$ cat config.mk
export PLATFORM = sky130hd
export DESIGN_NAME = dmem_arbiter_flat
export DESIGN_NICKNAME = d
export VERILOG_FILES = /design/src/rtl/dmem_arb_pkg.sv /design/src/rtl/dmem_arbiter_if.sv /design/src/rtl/dmem_arbiter_rr_arb2.sv /design/src/rtl/dmem_arbiter.sv /design/src/flat_wrapper.sv
export SDC_FILE = /design/constraint.sdc
export NUM_CORES = 1
export LEC_CHECK = 0
export BUFFER_PORTS_ARGS = -buffer_cell sky130_fd_sc_hd__buf_2
export CAP_MARGIN = 0
export CORE_MARGIN = 5
export CORE_UTILIZATION = 37
export CTS_BUF_LIST = sky130_fd_sc_hd__clkbuf_16
export DETAILED_ROUTE_END_ITERATION = 8
export PLACE_DENSITY = 0.89
export SYNTH_ARGS = -nofsm -noshare
export SYNTH_HDL_FRONTEND = slang
export SYNTH_HIERARCHICAL = 1
export SYNTH_SLANG_ARGS = --single-unit
export TNS_END_PERCENT = 1
$ cat constraint.sdc
create_clock -name clk -period 1.6 [get_ports clk]
set_input_delay 0.16 -clock clk [delete_from_list [all_inputs] [get_ports clk]]
set_output_delay 0.16 -clock clk [all_outputs]
set_load 0.01 [all_outputs]
$ cat src/rtl/dmem_arb_pkg.sv
// dmem_arb_pkg: shared FSM states, requester ids and wait-counter width for the data-memory arbiter
package dmem_arb_pkg;
    typedef enum logic [1:0] {IDLE = 2'd0, ACCESS = 2'd1, RESP = 2'd2} state_t;
    typedef enum logic {REQ_CPU = 1'b0, REQ_EXT = 1'b1} req_id_t;
    localparam int CNT_W = 4;
endpackage

$ cat src/rtl/dmem_arbiter_if.sv
// dmem_arbiter_if: CPU, EXT and memory-side signals of the data-memory arbiter
interface dmem_arbiter_if #(parameter int DW = 32, parameter int AW = 6);
    logic          cpu_req, cpu_we, cpu_stall;
    logic [31:0]   cpu_addr;
    logic [DW-1:0] cpu_wdata, cpu_rdata;
    logic          ext_req, ext_we, ext_ack;
    logic [31:0]   ext_addr;
    logic [DW-1:0] ext_wdata, ext_rdata;
    logic          mem_en, mem_we;
    logic [AW-1:0] mem_addr;
    logic [DW-1:0] mem_wdata, mem_rdata;
    modport slave (
        input  cpu_req, cpu_we, cpu_addr, cpu_wdata, ext_req, ext_we, ext_addr, ext_wdata, mem_rdata,
        output cpu_rdata, cpu_stall, ext_rdata, ext_ack, mem_en, mem_we, mem_addr, mem_wdata
    );
    modport master (
        output cpu_req, cpu_we, cpu_addr, cpu_wdata, ext_req, ext_we, ext_addr, ext_wdata, mem_rdata,
        input  cpu_rdata, cpu_stall, ext_rdata, ext_ack, mem_en, mem_we, mem_addr, mem_wdata
    );
endinterface

$ cat src/rtl/dmem_arbiter_rr_arb2.sv
// rr_arb2: two-input round-robin arbiter with a `last` pointer updated on every accepted grant.
// DMEM_ARB_CPU_PRIO_EN selects fixed CPU priority instead (pointer still maintained).
module rr_arb2 import dmem_arb_pkg::*; (
    input  logic       clk,
    input  logic       rst,
    input  logic [1:0] req,
    input  logic       accept,
    output req_id_t    gnt
);
    req_id_t last;
    always_ff @(posedge clk) begin
        if (rst)
            last <= REQ_EXT;
        else if (accept)
            last <= gnt;
    end
`ifdef DMEM_ARB_CPU_PRIO_EN
    assign gnt = req[REQ_CPU] ? REQ_CPU : req[REQ_EXT] ? REQ_EXT : last;
`else
    // on a tie the requester that was not served last wins
    assign gnt = (req[REQ_CPU] && req[REQ_EXT]) ? (last == REQ_CPU ? REQ_EXT : REQ_CPU)
               : req[REQ_CPU] ? REQ_CPU : req[REQ_EXT] ? REQ_EXT : last;
`endif
endmodule

$ cat src/rtl/dmem_arbiter.sv
// dmem_arbiter: shares the single-port data memory between the MEM stage and the EXT port,
// inserting WAIT extra access cycles and stalling the pipeline until the CPU access completes.
module dmem_arbiter import dmem_arb_pkg::*; #(
    parameter int DW   = 32,
    parameter int AW   = 6,
    parameter int WAIT = 1
) (
    input logic            clk,
    input logic            rst,
    dmem_arbiter_if.slave  bus
);
    state_t        state, nstate;
    req_id_t       gnt, gnt_q;
    logic          we_q, start, last_beat, sel_cpu;
    logic [AW-1:0] addr_q;
    logic [DW-1:0] wdata_q, rdata_q;
    logic [CNT_W-1:0] cnt;

    rr_arb2 u_arb (
        .clk    (clk),
        .rst    (rst),
        .req    ({bus.ext_req, bus.cpu_req}),
        .accept (start),
        .gnt    (gnt)
    );

    assign sel_cpu   = gnt == REQ_CPU;
    assign last_beat = cnt == '0;

    always_comb begin
        start  = state == IDLE && (bus.cpu_req || bus.ext_req);
        nstate = start ? ACCESS : (state == ACCESS && last_beat) ? RESP : (state == RESP) ? IDLE : state;
    end

    always_ff @(posedge clk) begin
        if (rst) begin
            state   <= IDLE;
            gnt_q   <= REQ_CPU;
            we_q    <= 1'b0;
            addr_q  <= '0;
            wdata_q <= '0;
            rdata_q <= '0;
            cnt     <= '0;
        end else begin
            state <= nstate;
            if (start) begin
                gnt_q   <= gnt;
                we_q    <= sel_cpu ? bus.cpu_we : bus.ext_we;
                addr_q  <= sel_cpu ? bus.cpu_addr[AW+1:2] : bus.ext_addr[AW+1:2];
                wdata_q <= sel_cpu ? bus.cpu_wdata : bus.ext_wdata;
                cnt     <= CNT_W'(WAIT);
            end else if (state == ACCESS) begin
                if (last_beat)
                    rdata_q <= bus.mem_rdata;
                else
                    cnt <= cnt - 1'b1;
            end
        end
    end

    assign bus.mem_en    = state == ACCESS;
    // rst gating drops a write whose strobe cycle coincides with reset
    assign bus.mem_we    = state == ACCESS && we_q && last_beat && !rst;
    assign bus.mem_addr  = addr_q;
    assign bus.mem_wdata = wdata_q;
    assign bus.cpu_rdata = rdata_q;
    assign bus.ext_rdata = rdata_q;
    assign bus.cpu_stall = bus.cpu_req && !(state == RESP && gnt_q == REQ_CPU);
    assign bus.ext_ack   = state == RESP && gnt_q == REQ_EXT;
endmodule
$ cat src/flat_wrapper.sv
// flat-port wrapper written by rule: the top's interface ports become plain ports
module dmem_arbiter_flat import dmem_arb_pkg::*;
#(
    parameter int DW   = 32,
    parameter int AW   = 6,
    parameter int WAIT = 1
)
  (clk, rst, bus_cpu_req, bus_cpu_we, bus_cpu_addr, bus_cpu_wdata, bus_ext_req, bus_ext_we, bus_ext_addr, bus_ext_wdata, bus_mem_rdata, bus_cpu_rdata, bus_cpu_stall, bus_ext_rdata, bus_ext_ack, bus_mem_en, bus_mem_we, bus_mem_addr, bus_mem_wdata);
  dmem_arbiter_if #(.DW(DW), .AW(AW)) bus_i ();
  input logic clk;
  input logic rst;
  input wire logic [$bits(bus_i.cpu_req)-1:0] bus_cpu_req;
  input wire logic [$bits(bus_i.cpu_we)-1:0] bus_cpu_we;
  input wire logic [$bits(bus_i.cpu_addr)-1:0] bus_cpu_addr;
  input wire logic [$bits(bus_i.cpu_wdata)-1:0] bus_cpu_wdata;
  input wire logic [$bits(bus_i.ext_req)-1:0] bus_ext_req;
  input wire logic [$bits(bus_i.ext_we)-1:0] bus_ext_we;
  input wire logic [$bits(bus_i.ext_addr)-1:0] bus_ext_addr;
  input wire logic [$bits(bus_i.ext_wdata)-1:0] bus_ext_wdata;
  input wire logic [$bits(bus_i.mem_rdata)-1:0] bus_mem_rdata;
  output wire logic [$bits(bus_i.cpu_rdata)-1:0] bus_cpu_rdata;
  output wire logic [$bits(bus_i.cpu_stall)-1:0] bus_cpu_stall;
  output wire logic [$bits(bus_i.ext_rdata)-1:0] bus_ext_rdata;
  output wire logic [$bits(bus_i.ext_ack)-1:0] bus_ext_ack;
  output wire logic [$bits(bus_i.mem_en)-1:0] bus_mem_en;
  output wire logic [$bits(bus_i.mem_we)-1:0] bus_mem_we;
  output wire logic [$bits(bus_i.mem_addr)-1:0] bus_mem_addr;
  output wire logic [$bits(bus_i.mem_wdata)-1:0] bus_mem_wdata;
  assign bus_i.cpu_req = bus_cpu_req;
  assign bus_i.cpu_we = bus_cpu_we;
  assign bus_i.cpu_addr = bus_cpu_addr;
  assign bus_i.cpu_wdata = bus_cpu_wdata;
  assign bus_i.ext_req = bus_ext_req;
  assign bus_i.ext_we = bus_ext_we;
  assign bus_i.ext_addr = bus_ext_addr;
  assign bus_i.ext_wdata = bus_ext_wdata;
  assign bus_i.mem_rdata = bus_mem_rdata;
  assign bus_cpu_rdata = bus_i.cpu_rdata;
  assign bus_cpu_stall = bus_i.cpu_stall;
  assign bus_ext_rdata = bus_i.ext_rdata;
  assign bus_ext_ack = bus_i.ext_ack;
  assign bus_mem_en = bus_i.mem_en;
  assign bus_mem_we = bus_i.mem_we;
  assign bus_mem_addr = bus_i.mem_addr;
  assign bus_mem_wdata = bus_i.mem_wdata;
  dmem_arbiter #(.DW(DW), .AW(AW), .WAIT(WAIT)) u_core (.clk(clk), .rst(rst), .bus(bus_i));
endmodule
# Word level (Yosys, flattened, before mapping)
# Index checks and enable logic that the tools add are counted.
[classes]
n_addsub = 1
div_mod_pow = 0
shifts = 0
multipliers = 0
n_eq_ne = 3
muxes = 13
order_cmp = 0
n_reduce_logical = 21
n_bitwise = 3
[op_table]
columns = ["cell", "n"]
rows = [
  ["$mux W32", 1],
  ["$logic_and A1 B1 Y1", 9],
  ["$mux W1", 9],
  ["$mux W6", 1],
  ["$logic_not A4 Y1", 1],
  ["$mux W2", 2],
  ["$reduce_and A2 Y1", 2],
  ["$reduce_bool A2 Y1", 2],
  ["$sub A4 B1 Y4 const B", 1],
  ["$not A1 Y1", 3],
  ["$reduce_and A3 Y1", 1],
  ["$reduce_bool A3 Y1", 1],
  ["$eq A2 B1 Y1 const B", 1],
  ["$eq A2 B2 Y1 const B", 1],
  ["$logic_not A1 Y1", 2],
  ["$logic_not A2 Y1", 1],
  ["$ne A2 B1 Y1 const B", 1],
  ["$reduce_or A2 Y1", 1],
  ["$logic_or A1 B1 Y1", 1],
]
[word_totals]
latch_bits = 0
out_inout_bits = 106
reg_bits = 79
memories = 0
in_bits = 166
wordCells = 51
mem_bits_ro = 0
mem_bits_rw = 0

# Logic depth before layout (Yosys ltp)
[logic_depth]
ltp_word = 4
ltp_mapped = 7

# Cells and area by module
# The synthesis kept the hierarchy.
[by_module_without_submodules]
columns = ["module", "cells_per_inst", "seq_area_each_um2", "area_each_um2", "n_inst"]
rows = [
  ["dmem_arbiter", 401, 1561.5, 3582.2, 1],
  ["rr_arb2", 6, 20.0, 56.3, 1],
]

# Worst setup path before layout
# Ideal clock, no wire load.
[synth_path]
path_type = "register to output"
from = "register u_core.cnt[0]"
to = "output port bus_mem_we"
t_arrival_ns = 1.671
path_stages_with_launch = 7
setup_slack_ns = -0.231
cell_sequence = "dfxtp_1 > inv_1 > ha_1 > or3b_2 > buf_2 > buf_6 > nor4b_1"
[synth_via]
elab_chain_len = 3
[synth_rtl]
columns = ["item", "line_no", "source"]
rows = [
  ["start, declared", "dmem_arbiter.sv:17", "logic [CNT_W-1:0] cnt;"],
  ["start signal, assigned", "dmem_arbiter.sv:51", "cnt <= CNT_W'(WAIT);"],
  ["start signal, assigned", "dmem_arbiter.sv:56", "cnt <= cnt - 1'b1;"],
  ["$logic_not A4 Y1", "dmem_arbiter.sv:28", "assign last_beat = cnt == '0;"],
  ["$logic_and A1 B1 Y1 (2 in a row)", "dmem_arbiter.sv:63", "assign bus.mem_we = state == ACCESS && we_q && last_beat && !rst;"],
  ["end, declared", "flat_wrapper.sv:26", "output wire logic [$bits(bus_i.mem_we)-1:0] bus_mem_we;"],
]
# Every way passes these cells.

# Worst setup path in the final report
# Ends and elaborated chain as after synthesis.

==> results.md <==
- The most common flop cell mapped by yosys is sky130_fd_sc_hd__dfxtp_1.
- After synthesis, the mean cell area works out to 8.94 um2.
- The number of antenna violations at the first check in global routing was 0.
- The run finished, with violations left.
- The fraction of power spent switching nets is 0.316.
- The worst-case IR drop observed on VDD is 0.000484 V.
- The count of nets left with antenna violations once routing finished came out at 0.
- The internal portion of total power is 3.95 mW.
- In the final design database the tool counted 749 nets.
- The total number of clock tree sinks is 79.
- The worst setup path is launched from a flip-flop.
- The path class of the tightest hold or removal check is in -> reg.
- The area of all placed cells without fillers is between 0.005 and 0.006 mm2.
- The clock tree from TritonCTS is done.
- The die is 109 um tall.
- The post-route setup TNS is -0.539 ns.
- The number of global-route vias before repair is 3599.
- The die covers between 0.01 and 0.015 mm2.
- The pre-antenna-repair detailed-routing pass consisted of 4 iterations.
- The overall routed net length is 11000 um.
- The total routing usage reported by global routing is 0.175.
- Synthesis produced a netlist with a net count of between 500 and 600.
- The antenna diode count is 0.
- The critical path goes through inv_2, ha_4, or3b_4, nor4b_4, buf_2.
- In this run, synthesis inferred 0 flip-flops with an integrated enable.
- The checks that failed: negative setup slack.
- In this run, placement finished with an instance count of 700.
- STA classifies the critical path endpoint as an output pin.
- The maximum buffer depth of the clock tree is 2.
- 272 I/O pins were placed.
- Port buffering added roughly 220 buffers.
- The relative contribution of sequential cells to total power is 0.407.
- The critical register-to-register path endpoint is u_core/bus.cpu_rdata[23].
- The row count is 36.
- Yosys printed 6 warnings.
- In this run the standard cell core region covers 0.00968 mm2.
- In this run the register-to-register setup slack is -0.10 ns.
- The source of the worst register-to-register timing path is u_core/cnt[0].
- The power share of the combinational group is 0.291.
- Dividing the detail-routed wire length by the instance count gives approximately 15 um.
- The largest net degree at the start of global routing is 41.
- After detailed routing, the number of remaining DRC violations is 0.
- The proportion of layout cells with a drive suffix above 1 is 0.457.
- The post-synthesis async set-or-reset flop share is 0.
- The clock period minus worst slack is 1.77 ns.
- For the pin with the worst max-slew slack, the measured transition is 0.411 ns.
- Setup repair after global routing could not meet its margin everywhere.
- Of all nets on the critical path, the largest fanout is 3.
- The area after detailed placement is around 0.0047 mm2.
- The share of total power dissipated in the clock network is 0.302.
- The worst-case hold slack is 0.0889 ns.
- The number of cells on the worst hold path is 3.
- For the final database, setup skew stands at 0.00665 ns.
- By startpoint and endpoint, the worst setup path is classified as reg -> out.
- The wire-length estimate of the detail-placed layout is 8280 um.
- The clock edge transition at the registers on the reported setup and hold paths is ~0.06 ns.
- The leakage power summed over all cells is 2.43 nW.
- The root buffer cell chosen for the clock tree is sky130_fd_sc_hd__clkbuf_16.
- The worst-case hold path end point is u_core/bus.cpu_rdata[18].
- The worst pin sits at a relative slew slack of 0.726.
- Dividing the detail-routed via count by the number of cells gives 5.18.
- The H-tree was split into 3 levels.
- Clock latency on the worst-skew pair, taken at its later pin, is ~0.33 ns.
- Among all cell types in the netlist, the one instantiated most often is sky130_fd_sc_hd__dfxtp_1.
- After synthesis the netlist holds a flip-flop and latch count of 79.
- Dividing total power by cell area gives a power density of 1150 mW/mm2.
- The final worst-path setup slack is -0.172 ns.
- The count of max-cap constraint violations is 0.
- The first-pass GRT wire length is 16600 um.
- The area of the mapped netlist is around 0.0036 mm2.
- The area share of the largest cell type after synthesis is 0.435.
- The synthesis-to-finish area growth is 37.9%.
- After synthesis, the netlist uses 34 different library cells.
- The analysis attributes to net switching a power of 1.82 mW.
- Timing would allow up to 0.564 GHz.
- The overflow left after global routing is 0.
- The initial utilization of the core area, before any placement, comes to 0.376.
- By area the synthesized netlist is led by sky130_fd_sc_hd__dfxtp_1, sky130_fd_sc_hd__mux2i_1, sky130_fd_sc_hd__a21oi_1.
- The final cycle utilization of the critical path is 1.11.
- The slowest stage cell on the critical path is sky130_fd_sc_hd__or3b_4.
- In this run, CTS created clock tree buffers numbering 9.
- The largest area contributor in the synthesized netlist is sky130_fd_sc_hd__dfxtp_1.
- The synthesized instance count is 407.
- The share of the yosys chip area belonging to registers is 0.435.
- The number of hold violations in the final report came to 0.
- The number of pins with negative max-slew slack in the final report is 0.
- In this run the most critical hold path is launched from bus_mem_rdata[18].
- The die is around 110 um wide.
- Ranked by instance count, the synthesized netlist is headed by sky130_fd_sc_hd__dfxtp_1, sky130_fd_sc_hd__a21oi_1, sky130_fd_sc_hd__a211oi_1, sky130_fd_sc_hd__mux2i_1, sky130_fd_sc_hd__o21ai_0.
- The via count of the routed design is 3725.
- Buffers inserted to repair hold after CTS numbered 0.
- On the worst path, the slowest cell contributes a delay of roughly 0.39 ns.
- Setup violations remaining at the end of the flow were counted as 11.
- The worst register-to-register path has a depth of 7.
- Data arrives at the worst endpoint at roughly 1.6 ns.
- The first-iteration detailed-routing DRC count is 199.
- STA puts the critical path data required time at 1.44 ns.
- The number of non-filler instances in the completed layout is 719.
- The weighted congestion reported at the end of routability-driven placement is between 0.7 and 0.8.
-- critical path, delay by kind of cell (launching register included) --
kind	cells	cell delay (ns)
DFF	1	0.33
buffers and inverters	2	0.24
and+or+nand+nor	2	0.59
adders and majority gates	1	0.13
-- layout make-up --
cell class	instances	area, um2
Multi-Input combinational cell	248	1680
Sequential cell	79	1590
Inverter	7	26.3
Fill cell	910	4670
Clock inverter	6	22.5
Clock buffer	9	225
Timing Repair Buffer	237	1310
Tap cell	133	166
-- worst max-delay path by stage --
| stage | to | depth (start not counted) | slack, ns | startpoint |
|---|---|---|---|---|
| floorplan | bus_mem_we | 6 | 0.005 | u_core/cnt[0] |
| global placement | bus_mem_we | 5 | 0.05 | u_core/cnt[0] |
| detailed placement | u_core/bus.cpu_rdata[23] | 6 | -0.02 | u_core/cnt[1] |
| CTS | bus_mem_we | 5 | -0.18 | u_core/cnt[0] |
| global route | bus_mem_we | 5 | -0.24 | u_core/cnt[0] |
| finish | bus_mem_we | 5 | -0.17 | u_core/cnt[0] |
-- repair_timing --
action                                 in CTS  in global routing
gates cloned                                0                  0
pin swaps                                   3                  1
setup endpoints to repair                  10                 38
setup buffers                               4                  0
gates resized for setup                    12                 27
endpoints found under the hold margin       0                  0
-- sequential cells by signal, indices dropped and copies added (netlist names) --
register	flops
u_core/bus.cpu_rdata	32
u_core/bus.mem_wdata	32
u_core/bus.mem_addr	6
u_core/cnt	4
u_core/state	2
u_core/gnt_q	1
u_core/u_arb/last	1
u_core/we_q	1
-- cells by family after synthesis --
group	synth area share
muxes	0.110
adders and majority gates	0.00344
DFF	0.435
AOI/OAI and AO/OA	0.252
and+or+nand+nor	0.0760
buffers and inverters	0.124
-- cells in the final DEF, fill, tap and decap left out, types with 2 or more instances in the layout --
master and count:
sky130_fd_sc_hd__clkinv_1 4, sky130_fd_sc_hd__a211oi_1 39, sky130_fd_sc_hd__nor2_1 2, sky130_fd_sc_hd__clkbuf_16 9
sky130_fd_sc_hd__inv_1 6, sky130_fd_sc_hd__buf_12 6, sky130_fd_sc_hd__a21oi_1 76, sky130_fd_sc_hd__nand3_1 34
sky130_fd_sc_hd__a211oi_2 2, sky130_fd_sc_hd__inv_2 3, sky130_fd_sc_hd__dfxtp_1 75, sky130_fd_sc_hd__o21ai_0 13
sky130_fd_sc_hd__buf_2 219, sky130_fd_sc_hd__buf_4 11, sky130_fd_sc_hd__mux2i_1 39, sky130_fd_sc_hd__o21ai_1 21
sky130_fd_sc_hd__or4_4 2, sky130_fd_sc_hd__dfxtp_2 4, sky130_fd_sc_hd__o21ai_2 2
-- metrics by stage --
step | total power [mW] | setup WS, ns | utilization
2_1_floorplan | 3.40 | 0.00462 | -
3_5_place_dp | 3.99 | -0.0177 | 0.484
3_3_place_gp | 3.93 | 0.0482 | 0.484
4_1_cts | 5.80 | -0.184 | 0.515
6_report | 5.77 | -0.172 | 0.518
5_1_grt | 6.10 | -0.237 | 0.518
-- power by group through the flow --
stage               Clock, mW  Combinational [mW]  Sequential [mW]
global placement            0                1.56             2.37
floorplan                   0               0.932             2.46
detailed placement          0                1.61             2.38
CTS                      1.80                1.65             2.35
global route             1.89                1.83             2.37
finish                   1.75                1.68             2.35
-- layer usage --
metal / GRT usage / vias to the layer above / part of all wire
met5: 0 / - / 0
met4: 0.0748 / 0 / 0.017
met3: 0.0391 / 17 / 0.089
met2: 0.324 / 183 / 0.51
met1: 0.190 / 1727 / 0.38
li1: - / 1798 / -
Note: power is estimated with default switching activity, not from simulation.
